**src/rtl/prog_loader_ctrl.sv**
```systemverilog
// prog_loader_ctrl: loads a byte stream into the CPU program RAM.
// Bytes are written to consecutive addresses starting at 0. The CPU is held
// in reset for the whole load. With ZERO_FILL set, the addresses after the
// last byte are cleared. The CPU is then released.
// The single RAM address/write port belongs to the CPU MAR while idle and to
// the loader while a load is running.
//
// Handshake: a stream byte transfers in any cycle where in_valid && in_ready.
// in_valid may be held or dropped freely by the source. in_ready is high only
// in LOAD and never in a cycle where load_abort is high.
module prog_loader_ctrl #(
    parameter int ADDR_W    = 4,
    parameter int DATA_W    = 8,
    parameter int DEPTH     = 16,
    parameter int ZERO_FILL = 1
) (
    input  logic              clk,
    input  logic              rst,
    input  logic              load_req,
    input  logic [ADDR_W:0]   load_len,
    input  logic              load_abort,
    input  logic              in_valid,
    input  logic [DATA_W-1:0] in_data,
    output logic              in_ready,
    input  logic [ADDR_W-1:0] cpu_addr,
    output logic [ADDR_W-1:0] ram_addr,
    output logic [DATA_W-1:0] ram_wdata,
    output logic              ram_we,
    output logic              cpu_hold,
    output logic              busy,
    output logic              done,
    output logic              err
);

    typedef enum logic [1:0] {
        S_IDLE    = 2'd0,
        S_LOAD    = 2'd1,
        S_FILL    = 2'd2,
        S_RELEASE = 2'd3
    } state_t;

    localparam logic [ADDR_W:0] DEPTH_C = (ADDR_W+1)'(DEPTH);
    localparam logic [ADDR_W:0] LAST_C  = (ADDR_W+1)'(DEPTH - 1);

    state_t          state_q, state_d;
    logic [ADDR_W:0] cnt_q, cnt_d;
    logic [ADDR_W:0] len_q, len_d;
    logic            done_q, done_d;
    logic            err_q, err_d;

    // Next-state logic and the port-arbitration / handshake outputs
    always_comb begin
        state_d   = state_q;
        cnt_d     = cnt_q;
        len_d     = len_q;
        done_d    = 1'b0;
        err_d     = 1'b0;
        in_ready  = 1'b0;
        ram_we    = 1'b0;
        ram_wdata = '0;
        ram_addr  = cpu_addr;
        cpu_hold  = 1'b0;

        case (state_q)
            S_IDLE: begin
                if (load_req) begin
                    if ((load_len != '0) && (load_len <= DEPTH_C)) begin
                        len_d   = load_len;
                        cnt_d   = '0;
                        state_d = S_LOAD;
                    end else begin
                        err_d = 1'b1;
                    end
                end
            end

            S_LOAD: begin
                cpu_hold  = 1'b1;
                ram_addr  = cnt_q[ADDR_W-1:0];
                ram_wdata = in_data;
                // Abort wins over a transfer in the same cycle, including the final one.
                if (load_abort) begin
                    state_d = S_IDLE;
                    err_d   = 1'b1;
                end else begin
                    in_ready = 1'b1;
                    ram_we   = in_valid;
                    if (in_valid) begin
                        cnt_d = cnt_q + 1'b1;
                        if (cnt_q == len_q - 1'b1) begin
                            if ((ZERO_FILL != 0) && (len_q < DEPTH_C)) begin
                                state_d = S_FILL;
                            end else begin
                                state_d = S_RELEASE;
                                done_d  = 1'b1;
                            end
                        end
                    end
                end
            end

            S_FILL: begin
                cpu_hold = 1'b1;
                ram_addr = cnt_q[ADDR_W-1:0];
                if (load_abort) begin
                    state_d = S_IDLE;
                    err_d   = 1'b1;
                end else begin
                    ram_we = 1'b1;
                    cnt_d  = cnt_q + 1'b1;
                    if (cnt_q == LAST_C) begin
                        state_d = S_RELEASE;
                        done_d  = 1'b1;
                    end
                end
            end

            S_RELEASE: begin
                // The CPU stays held for this one cycle while done is visible.
                cpu_hold = 1'b1;
                state_d  = S_IDLE;
            end

            default: begin
                state_d = S_IDLE;
            end
        endcase
    end

    // State and pulse registers; reset drops straight to IDLE
    always_ff @(posedge clk or posedge rst) begin
        if (rst) begin
            state_q <= S_IDLE;
            cnt_q   <= '0;
            len_q   <= '0;
            done_q  <= 1'b0;
            err_q   <= 1'b0;
        end else begin
            state_q <= state_d;
            cnt_q   <= cnt_d;
            len_q   <= len_d;
            done_q  <= done_d;
            err_q   <= err_d;
        end
    end

    assign busy = (state_q != S_IDLE);
    assign done = done_q;
    assign err  = err_q;

endmodule

```
**config.mk**
```make
export PLATFORM = sky130hd
export DESIGN_NAME = prog_loader_ctrl
export DESIGN_NICKNAME = d
export VERILOG_FILES = /design/src/rtl/prog_loader_ctrl.sv
export SDC_FILE = /design/constraint.sdc
export NUM_CORES = 1
export LEC_CHECK = 0
export ABC_CLOCK_PERIOD_IN_PS = 4780
export BUFFER_PORTS_ARGS = -buffer_cell sky130_fd_sc_hd__buf_4
export CELL_PAD_IN_SITES_DETAIL_PLACEMENT = 1
export CELL_PAD_IN_SITES_GLOBAL_PLACEMENT = 1
export CORE_ASPECT_RATIO = 0.75
export CORE_MARGIN = 8
export CORE_UTILIZATION = 37
export DETAILED_ROUTE_END_ITERATION = 7
export PLACE_DENSITY_LB_ADDON = 0.3
export SLEW_MARGIN = 20
export SYNTH_ARGS = -nofsm -noshare
export SYNTH_HDL_FRONTEND = slang
export SYNTH_SLANG_ARGS = --single-unit
```
**constraint.sdc**
```tcl
create_clock -name clk -period 4.78 [get_ports clk]
set_clock_uncertainty 0.15 [all_clocks]
set_input_delay 0 -clock clk [delete_from_list [all_inputs] [get_ports clk]]
set_output_delay 0 -clock clk [all_outputs]
set_load 0.02 [all_outputs]
```
After elaboration in Yosys (flattened, before gate mapping)
Cells that the tools add are included.
Word-level totals
  output and inout port bits: 18
  bits of input ports: 22
  logic and storage cells: 65
  flip-flop bits (word level): 14
Cells by class
  equality and inequality tests: 13
  multiplexer cells: 33
  add/subtract/negate cells: 2
  order comparisons: 2
  reduce and logical (&&, ||, !) cells: 10
Operators by type and width (number)
  $mux W5: 5
  $pmux W5 S3: 1
  $mux W1: 14
  $mux W2: 7
  $ne A2 B2 Y1 const B: 5
  $ne A3 B3 Y1 const B: 3
  $mux W8: 1
  $pmux W2 S4: 1
  $pmux W1 S2: 3
  $reduce_and A6 Y1: 1
  $add A5 B1 Y5 const B: 1
  $eq A5 B4 Y1 const B: 1
  $eq A5 B5 Y1: 1
  $le A5 B5 Y1 const B: 1
  $lt A5 B5 Y1 const B: 1
  $reduce_and A5 Y1: 1
  $reduce_bool A5 Y1: 1
  $sub A5 B1 Y5 const B: 1
  $eq A2 B2 Y1 const B: 2
  $mux W4: 1
  $reduce_and A3 Y1: 1
  $reduce_bool A3 Y1: 1
  $reduce_or A3 Y1: 1
  $eq A2 B1 Y1 const B: 1
  4 further kinds: 4

Longest topological paths before layout
Gate-level depths: netlist of run 1.
  depth after elaboration: 6
  gate-level depth with buffers: 7
  gate-level depth less buffers: 7

Least setup slack after synthesis of run 1
OpenSTA, ideal clock, no wires.
  kind: register -> register
  start point: register len_q[0]
  end point: register state_q[0]
  clock period less this slack: 2111 ps
  buffers on the path: 0
  cell stages (with the launch flop): 8
  path slack: 2669 ps
  setup time: 120 ps
  arrival: 1842 ps
  data required time: 4510 ps
  path through: dfrtp_1 inv_1 ha_1 xor2_1 nand3_1 o41a_1 or3_1 o22a_2
On the way
  longest elaborated chain between the ends: 6
  elaborated cells between the ends (all ways): 10
  those cells by class: add/sub (1); order compare (1); eq/ne (2); mux (5); reduce/logical (1)
Ends and longest elaborated chain
  start, declared: RTL line 47  | logic [ADDR_W:0] len_q, len_d;
  start signal, assigned: RTL line 141  | len_q <= len_d;
  $lt A5 B5 Y1: RTL line 91  | if ((ZERO_FILL != 0) && (len_q < DEPTH_C)) begin
  $mux W1: RTL line 91
  $mux W2: RTL line 90  | if (cnt_q == len_q - 1'b1) begin
  $mux W2: RTL line 88  | if (in_valid) begin
  $mux W2: RTL line 82  | if (load_abort) begin
  $pmux W2 S4: RTL line 64  | case (state_q)
  end signal, assigned: RTL line 139  | state_q <= state_d;
  end, declared: RTL line 45  | state_t state_q, state_d;
Parallel ways exist; a longest one is shown, timed or not. The select of a mux whose other input is x is not followed.
A chain may end at the register's enable or synchronous reset.

Worst setup path after layout of run 1
  start point: input port load_len[3]
  end point: register cnt_q[2]
On the way
  longest elaborated chain between the ends: 4
  elaborated cells between the ends (all ways): 5
  those cells by class: order compare (1); eq/ne (1); reduce/logical (3)
Ends and longest elaborated chain
  start, declared: RTL line 20  | input logic [ADDR_W:0] load_len,
  $le A5 B5 Y1 or $reduce_bool A5 Y1 (tied branches): RTL line 67  | if ((load_len != '0) && (load_len <= DEPTH_C)) begin
  $logic_and A1 B1 Y1 *: RTL line 67
  $ne A2 B2 Y1 (no source line) *
  $reduce_and A6 Y1 (no source line) *
  end signal, assigned: RTL line 140  | cnt_q <= cnt_d;
  end, declared: RTL line 46  | logic [ADDR_W:0] cnt_q, cnt_d;
Every way passes the cells marked *; elsewhere a longest branch is shown, timed or not.

==> results of run 1 <==
-- area by class of cell --
class / instances / area, um2
clock buffers: 3 / 41.3
fillers: 297 / 1170
inverters: 10 / 37.5
multi-input cells: 81 / 613
flip-flops and latches: 14 / 350
well taps: 36 / 45.0
repair buffers: 46 / 363
-- critical path: stages --
cell,delay [ps]
dlygate4sd3_1,540
buf_4,140
nor4_1,500
nand3_1,200
a311oi_4,540
o21ai_0,170
o2bb2ai_1,160
-- cell families (layout without fill, tap and decap cells) --
family | after synthesis | after routing | share of synthesized area [%]
and+or+nand+nor | 40 | 40 | 22.3
AOI/OAI and AO/OA | 16 | 16 | 11.8
DFF | 14 | 14 | 34.3
buffers and inverters | 14 | 59 | 5.64
xor gates and xnor gates | 9 | 9 | 7.72
muxes | 9 | 9 | 9.68
adders and majority gates | 7 | 7 | 8.58
-- how the worst max path moves through the flow --
stage           startpoint  cells after the start          to  slack (ps)
2_1_floorplan     len_q[0]                      7  state_q[0]        2670
3_3_place_gp      len_q[0]                      7  state_q[0]        2630
3_5_place_dp      len_q[0]                      7  state_q[0]        2520
4_1_cts        load_len[3]                      7    cnt_q[2]        2470
5_1_grt           len_q[0]                      7  state_q[1]        2350
6_report       load_len[3]                      7    cnt_q[2]        2490
-- layer usage --
metal	part of all wire, %	vias up	routed length [um]
li1	-	466	-
met1	45	445	1320
met2	50	21	1460
met3	4.4	0	127
met4	0	0	0
met5	0	-	0
-- through the flow --
step | hold slack, ps | total power, uW | cell area (um2) | cells | setup slack [ps]
CTS | 49.4 | 885 | 1450 | 190 | 2470
global placement | -60.4 | 759 | 1340 | 180 | 2630
finish | 55.3 | 871 | 1450 | 190 | 2490
floorplan | -261 | 599 | 1020 | 109 | 2670
global route | 85.7 | 941 | 1450 | 190 | 2350
detailed placement | -48.2 | 780 | 1340 | 180 | 2520
-- state kept, by name, summed over array words and instances, names as in the netlist --
register	cells
len_q	5
state_q	2
err	1
cnt_q	5
done	1
-- cells in the final DEF (no fill, tap or decap), types with 3 or more instances in the layout --
master	synthesis	routed
buf_4	1	39
dfrtp_1	14	14
inv_1	10	10
and2_1	8	8
xnor2_1	7	7
mux2_2	7	7
ha_1	7	7
dlygate4sd3_1	0	7
nand3_1	6	6
a21oi_1	6	6
nand2_1	5	5
o21ai_0	5	5
nor2_1	4	4
nor3_1	4	4
clkbuf_8	0	3
-- repair_timing --
item                      in CTS  in global routing
hold buffers                   7                  0
hold endpoints to repair      23                  0
buffers inserted               0                  0
-- power groups by stage --
stage	registers (uW)	clock network, uW	logic (uW)
final	216	95.1	559
after global routing	223	104	614
after CTS	216	99.3	569
after detailed placement	218	0	562
after global placement	215	0	544
after floorplan	207	0	392
==> qor.yml, run 1 <==
global_routing:
  grt_util_met2_pct: 24.0
  first_global_vias: 1022
  grt_pass1_wl_um: 4830
  track_usage_pct: 12.9
  use_met3_pct: 4.52
  grt_overflow: 0
  antenna_found_initial: 0
  grt_busiest_layer: "met2"
  grt_start_max_net_pins: 15
  grt.met1_usage_pct: 14.2
synth:
  synth-async-reset-ratio_pct: 100
  mappedNetlistArea_mm2: 0.00102
  synth_edf_count: 0
  seq_area_frac_synth_pct: 34.3
  synth-seq-cells: 14
  synth_top_flop_cell: "dfrtp_1"
  synthesis.nets: 138
  postSynthAreaPerCell_um2: 9.37
  yosysTopAreaCellShare_pct: 34.3
  yosys_warnings: 0
  synth_top_area_cell: "dfrtp_1"
  synth.most_common_cell: "dfrtp_1"
  synth_cell_types: 31
  synth_cells: 109
  yosys-top-cells-count: "14 x dfrtp_1, 10 x inv_1, 8 x and2_1"
  synthTopCellsByArea: "dfrtp_1 34%, ha_1 8.6%, mux2_2 7.7%, xnor2_1 6.0%, and2_1 4.9%"
pwr:
  power_density_mw_per_mm2: 600
  p_clk_share_pct: 10.9
  power_frac_comb_pct: 64.3
  peakVddDrop_v: 0.000311
  p_leak_uw: 0.000683
  p_sw_uw: 393
  p_int_uw: 477
  p_seq_share_pct: 24.8
  p_sw_share_pct: 45.2
critical_path:
  cp_max_fo: 8
  r2r-start: "len_q[0]"
  start_kind: "primary input"
  cp.required_ps: 4760
  worstReg2RegEnd: "state_q[1]"
  cp.arrival_ps: 2260
  end_kind: "flop"
  rrSetupSlack_ps: 2510
  reg2reg_depth: 7
  crit_type: "primary input to flop"
worst_hold_path:
  hp-start: "load_req"
  min_to: "err"
  min_path_cells: 5
  hp-class: "primary input to flop"
sta:
  tns_ps: 0
  post-route-period-util_pct: 47.8
  final-max-slew-violation-count: 0
  worst-slew-pin-transition_ps: 573
  fmax_mhz: 437
  period_needed_ps: 2290
  hold_viol: 0
  setup_viol: 0
  relSlewSlack_pct: 61.8
  rsz0062_at_grt: "false"
clocking:
  clkLatencyLatePin_ps: 240
  cts_root_buf: "clkbuf_8"
  cts.sinks: 14
  cts_buffer_depth: 2
  clk_pin_slew_ps: 50
  htreeDepth: 1
  tritoncts: "built"
  cts_buffers: 3
  cts_resized: 0
flow_run:
  maxCapViolCount: 0
cells_and_area:
  finish.utilization_pct: 55.3
  drive_above_1_share_pct: 34.4
  final_nets: 185
  diodes: 0
  syn_to_final_growth_pct: 42.0
drt:
  routedWlPerCell_um: 15.3
  vias_per_cell: 4.91
  ant_nets: 0
  wl_um: 2910
  dr.first_iter.drc_count: 17
  first_pass_iters: 4
  drcViolationCount: 0
  vias: 932
placed_design:
  gp_congestion: 0.790
  portBuffers: 39
  dpl.hpwl_um: 2430
floorplan:
  fp.dieW_um: 76.7
  initial_core_util_pct: 38.9
  pin_count: 40
  dieArea_mm2: 0.00471
  die_h_um: 61.5
  row_count: 16
  core_mm2: 0.00262
run_status:
  status: "finished clean"
No activity file was read; power rests on OpenSTA's default activity.
==> run 2, diff against run 1 <==
- ABC_AREA: not set -> 1
- ABC_CLOCK_PERIOD_IN_PS: 4780 -> 2050
- CORE_UTILIZATION: 37 -> 30
- clock period: 4.78 -> 2.05 ns (I/O delays scaled with it)
==> qor.yml, run 2 <==
clocking:
  clk_pin_slew_ps: 60  # about the same
  cts_buffer_depth: 2  # unchanged
  tritoncts: "built"
  cts_root_buf: "clkbuf_8"
  hold_buffers: 8  # +1
  cts_buffers: 3  # unchanged
  postCtsSetupRepairBufs: 0  # unchanged
  cts.sinks: 14  # unchanged
  htreeDepth: 1  # unchanged
  clkLatencyLatePin_ps: 250  # about the same
  cts_resized: 0  # unchanged
drt:
  wl_um: 3850  # +32%
  vias: 1265  # +36%
  drcViolationCount: 0  # unchanged
  vias_per_cell: 4.63  # -5.5%
  first_pass_iters: 4  # unchanged
  ant_nets: 0  # unchanged
  routedWlPerCell_um: 14.1  # -7.8%
  dr.first_iter.drc_count: 56  # +39
sta:
  fmax_mhz: 512
  period_needed_ps: 1950
  rsz0062_at_grt: "false"
  setup_ws_ps: 96.1  # -2400 ps
  worst-slew-pin-transition_ps: 606  # +33.1 ps
  relSlewSlack_pct: 59.6  # -2.2 points
  post-route-period-util_pct: 95.3
  final-max-slew-violation-count: 0  # unchanged
  tns_ps: 0  # unchanged
  hold_viol: 0  # unchanged
  setup_viol: 0  # unchanged
cells_and_area:
  top_regs: "cnt_q x5, len_q x5, state_q x2"
  diodes: 0  # unchanged
  final_nets: 251  # +36%
  drive_above_1_share_pct: 28.5  # -5.9 points
  seqCellArea_um2: 350  # unchanged
  final_common_cell: "nand2_1"
  syn_to_final_growth_pct: 44.4
  fillerInstances: 493  # +66%
  multi_input_area_um2: 624  # +1.8%
  layout_common_cells: "52 x nand2_1, 41 x buf_4, 25 x inv_1, 18 x nor2_1, 14 x dfrtp_1"
placed_design:
  dpl.hpwl_um: 3090  # +27%
  gp_congestion: 0.800  # +1.3%
  dpl_worst_slack_ps: 240  # -2280 ps
  portBuffers: 39  # unchanged
synth:
  yosysTopAreaCellShare_pct: 31.6  # -2.7 points
  postSynthAreaPerCell_um2: 6.53  # -30%
  synth_cells: 170  # +56%
  synth-async-reset-ratio_pct: 100  # unchanged
  synth_top_flop_cell: "dfrtp_1"
  mappedNetlistArea_mm2: 0.00111  # +8.7%
  seq_area_frac_synth_pct: 31.6  # -2.7 points
  yosys-top-cells-count: "52 x nand2_1, 25 x inv_1, 18 x nor2_1"
  synth.most_common_cell: "nand2_1"
  synthesis.nets: 199  # +44%
  synth_cell_types: 19  # -39%
  synth-seq-cells: 14  # unchanged
  synth_top_area_cell: "dfrtp_1"
  yosys_warnings: 0  # unchanged
  synthTopCellsByArea: "dfrtp_1 32%, nand2_1 18%, inv_1 8.5%, ha_1 7.9%, nor2_1 6.1%"
  synth_edf_count: 0  # unchanged
floorplan:
  row_count: 19  # +3
  dieArea_mm2: 0.00592  # +26%
  die_h_um: 68.7  # +12%
  initial_core_util_pct: 30.7  # -8.2 points
  pin_count: 40  # unchanged
  fp.dieW_um: 86.2  # +12%
  core_mm2: 0.00361  # +38%
worst_hold_path:
  min_to: "len_q[4]"
  hp-start: "load_req"
  min_path_cells: 3  # -2
  hp-class: "primary input to flop"
critical_path:
  crit_type: "flop to flop"
  cp_cell_sequence: "inv_1 > ha_1 > buf_4 > nand2_1 > a21oi_1 > dlygate4sd3_1"
  r2r-start: "state_q[1]"
  critPathSlowestCell: "dlygate4sd3_1"
  worstReg2RegEnd: "err"
  rrSetupSlack_ps: 100  # -2410 ps
  reg2reg_depth: 6  # -1
  max_stage_delay_ps: 570  # +30 ps
  cp_max_fo: 7  # -1
  cp.required_ps: 2090  # -2670 ps
  cp.arrival_ps: 1990  # -270 ps
  end_kind: "flop"
  start_kind: "flop"
pwr:
  peakVddDrop_v: 0.000535  # +72%
  p_sw_uw: 1260  # +220%
  power_density_mw_per_mm2: 1530  # +150%
  p_leak_uw: 0.000907  # +33%
  power_frac_comb_pct: 67.1  # +2.8 points
  p_seq_share_pct: 21.2  # -3.6 points
  p_clk_share_pct: 11.6  # +0.7 points
  p_int_uw: 1190  # +150%
  p_sw_share_pct: 51.6  # +6.4 points
global_routing:
  grt_pass1_wl_um: 6190  # +28%
  first_global_vias: 1331  # +30%
  grt_start_max_net_pins: 15  # unchanged
  antenna_found_initial: 0  # unchanged
  track_usage_pct: 13.3  # +0.43 points
  grt_overflow: 0  # unchanged
flow_run:
  maxCapViolCount: 0  # unchanged
run_status:
  status: "finished clean"
## run 2: changes by cell type after synthesis, moves of 3 or more
cell     delta
nand2_1    +47
inv_1      +15
nor2_1     +14
and2_1      -8
inv_2       +7
mux2_2      -7
xnor2_1     -7
o21ai_1     +6
nand3_1     +5
nand4_1     +5
a21oi_2     +3
nand2_2     +3
nor3_1      -3
## run 2: layer usage
metal / vias up / wire length, um / track usage, %
met1: 596 / 1690 / 15.5
met5: - / 0 / 0
li1: 632 / - / -
met3: 7 / 195 / 3.20
met2: 30 / 1910 / 23.8
met4: 0 / 57 / 4.49
## run 2: critical path, delay by kind of cell, from the launching register on
kind | cells | cell delay, ps
compound gates | 1 | 150
buf+inv | 3 | 810
flops | 1 | 400
simple gates | 1 | 70
fa+ha+maj | 1 | 310
## run 2: worst max-delay path by stage
stage,from,end,slack (ps),depth (start not counted)
6_report,state_q[1],err,100,6
5_1_grt,state_q[1],err,10,6
4_1_cts,state_q[0],err,110,6
3_5_place_dp,len_q[0],state_q[0],240,12
3_3_place_gp,len_q[0],state_q[0],300,12
2_1_floorplan,state_q[1],state_q[0],350,9
## run 2: stage by stage
stage          cell area (um2)  util (%)  hold slack, ps  total power [uW]  std cells
2_1_floorplan             1110         -            -261              1570        170
3_3_place_gp              1470      40.6           -54.6              2070        261
3_5_place_dp              1470      40.6           -33.4              2140        261
4_1_cts                   1600      44.4            12.6              2470        273
5_1_grt                   1600      44.4            40.3              2670        273
6_report                  1600      44.4            9.71              2450        273
## run 2: cell type report
class / instances / area share (%)
multi-input combinational: 122 / 39.0
timing repair buffer: 49 / 24.2
sequential: 14 / 21.9
inverter: 32 / 7.49
tap: 52 / 4.06
clock buffer: 4 / 3.43
## run 2: cell families (layout without fill, tap and decap cells)
logic type	after synthesis	after routing	synth area share (%)
AO/OA/AOI/OAI	19	19	9.58
adder cells (fa/ha/maj)	7	7	7.89
AND/OR/NAND/NOR	95	95	38.0
buffers and inverters	34	85	12.2
XOR/XNOR	1	1	0.789
flip-flops	14	14	31.6
## run 2: power groups by stage
stage,logic (uW),registers [uW],clock network (uW)
finish,1640,520,285
global placement,1550,518,0
global route,1830,545,296
CTS,1660,519,287
detailed placement,1610,524,0
floorplan,1070,500,0
==> run 3, diff against run 2 <==
- CTS_BUF_LIST: not set -> sky130_fd_sc_hd__clkbuf_16
==> qor.yml, run 3 (same netlist as run 2, synthesis figures left out) <==
critical_path:
  rrSetupSlack_ps: 100  # about the same
  max_stage_delay_ps: 570  # about the same
  timing.critical_path.max_delay_family: "buffers and inverters"
  start_kind: "flop"
  cp.arrival_ps: 1980  # about the same
  cp_cell_sequence: "inv_1 > ha_1 > buf_4 > nand2_1 > a21oi_1 > dlygate4sd3_1"
  cp_max_fo: 7  # unchanged
  critPathSlowestCell: "dlygate4sd3_1"
  startpoint: "state_q[1]"
  r2r-start: "state_q[1]"
  crit_type: "flop to flop"
  reg2reg_depth: 6  # unchanged
  worstReg2RegEnd: "err"
  cp.required_ps: 2080  # about the same
  end_kind: "flop"
  crit_cells: 6  # unchanged
  endpoint: "err"
  worst-path-buf-inv: 3  # unchanged
floorplan:
  row_count: 19  # unchanged
  pin_count: 40  # unchanged
  dieArea_mm2: 0.00592  # unchanged
  initial_core_util_pct: 30.7  # unchanged
  fp.dieW_um: 86.2  # unchanged
  die_h_um: 68.7  # unchanged
  core_mm2: 0.00361  # unchanged
sta:
  worst-slew-pin-transition_ps: 608  # +1.74 ps
  rsz0062_at_grt: "false"
  fmax_mhz: 512  # +0.14%
  hold_viol: 0  # unchanged
  setup_viol: 0  # unchanged
  period_needed_ps: 1950  # -2.69 ps
  relSlewSlack_pct: 59.5  # -0.12 points
  post-route-period-util_pct: 95.2  # -0.13 points
  tns_ps: 0  # unchanged
  finalHoldWorstSlack_ps: 21.3  # +11.6 ps
  setup_ws_ps: 98.8  # +2.69 ps
  final-max-slew-violation-count: 0  # unchanged
clocking:
  cts.sinks: 14  # unchanged
  tritoncts: "built"
  htreeDepth: 1  # unchanged
  clk_pin_slew_ps: 50  # about the same
  clkLatencyLatePin_ps: 250  # about the same
  cts_root_buf: "clkbuf_16"
  cts_buffers: 3  # unchanged
  cts_buffer_depth: 2  # unchanged
  postCtsSetupRepairBufs: 0  # unchanged
global_routing:
  track_usage_pct: 13.2  # -0.10 points
  first_global_vias: 1340  # +0.68%
  antenna_found_initial: 0  # unchanged
  grt_pass1_wl_um: 6150  # -0.57%
  grt_overflow: 0  # unchanged
  grt_start_max_net_pins: 15  # unchanged
placed_design:
  dpl_worst_slack_ps: 240  # unchanged
  portBuffers: 39  # unchanged
  dpl.hpwl_um: 3090  # unchanged
  placedInstanceArea_mm2: 0.00147  # unchanged
  gp_congestion: 0.800  # unchanged
flow_run:
  maxCapViolCount: 0  # unchanged
cells_and_area:
  syn_to_final_growth_pct: 46.6
  top_regs: "cnt_q x5, len_q x5, state_q x2"
  final_common_cell: "nand2_1"
  final_nets: 251  # unchanged
  drive_above_1_share_pct: 28.1  # -0.45 points
  layout_common_cells: "52 x nand2_1, 41 x buf_4, 25 x inv_1, 18 x nor2_1, 14 x dfrtp_1"
  diodes: 0  # unchanged
  fin_area_mm2: 0.00163  # +1.5%
pwr:
  peakVddDrop_v: 0.000525  # -1.8%
  power_density_mw_per_mm2: 1560  # +2.3%
  p_leak_uw: 0.000917  # +1.1%
drt:
  first_pass_iters: 4  # unchanged
  routedWlPerCell_um: 14.0  # -0.80%
  top_layer: "met4"
  wl_um: 3820  # -0.80%
  met2WireLength_um: 1940  # +1.3%
  met3_length_um: 219  # +12%
  drcViolationCount: 0  # unchanged
  ant_nets: 0  # unchanged
  vias: 1276  # +0.87%
  wl_met1_um: 1630  # -3.3%
  vias_per_cell: 4.67  # +0.87%
  dr.first_iter.drc_count: 55  # -1.8%
run_status:
  status: "finished clean"
worst_hold_path:
  hp-class: "primary input to flop"
-- run 3: tightest hold or removal path, delay by kind of cell --
kind | cells | cell delay [ps]
buf+inv | 1 | 130
simple gates | 1 | 170
compound gates | 1 | 80
-- run 3: how the worst min path moves through the flow --
stage | from | endpoint | slack (ps) | cells past startpoint
6_report | load_req | len_q[4] | 20 | 3
5_1_grt | load_req | len_q[2] | 50 | 3
4_1_cts | load_req | len_q[3] | 20 | 3
3_5_place_dp | rst | err | -30 | 2
3_3_place_gp | rst | err | -50 | 2
2_1_floorplan | rst | cnt_q[0] | -260 | 1
-- run 3: what timing repair did --
action | 4_1_cts | 5_1_grt
resized for setup | 0 | 0
hold endpoints to repair | 21 | 0
hold buffers | 8 | 0
-- run 3: per-stage QoR --
step / instances / total power (uW) / util [%]
global placement: 261 / 2070 / 40.6
floorplan: 170 / 1570 / -
detailed placement: 261 / 2140 / 40.6
finish: 273 / 2540 / 45.0
global route: 273 / 2770 / 45.0
CTS: 273 / 2570 / 45.0
-- run 3: final cells by class --
type,count,area (um2)
Clock buffer,3,75.1
Tap cell,52,65.1
Inverter,32,120
Multi-Input combinational cell,122,624
Timing Repair Buffer,49,388
Fill cell,494,1990
Clock inverter,1,3.75
Sequential cell,14,350
-- run 3: power breakdown --
part | internal [uW] | switching [uW] | leakage [uW] | total [uW]
Clock | 259 | 123 | 0.0000385 | 382
Sequential | 391 | 129 | 0.000177 | 521
Combinational | 624 | 1010 | 0.000701 | 1640
-- run 3: layer usage --
metal  vias to the layer above  global-route usage (%)
met2                        35                    24.1
met4                         0                    2.99
li1                        631                       -
met5                         -                       0
met3                         4                    3.55
met1                       606                    15.3
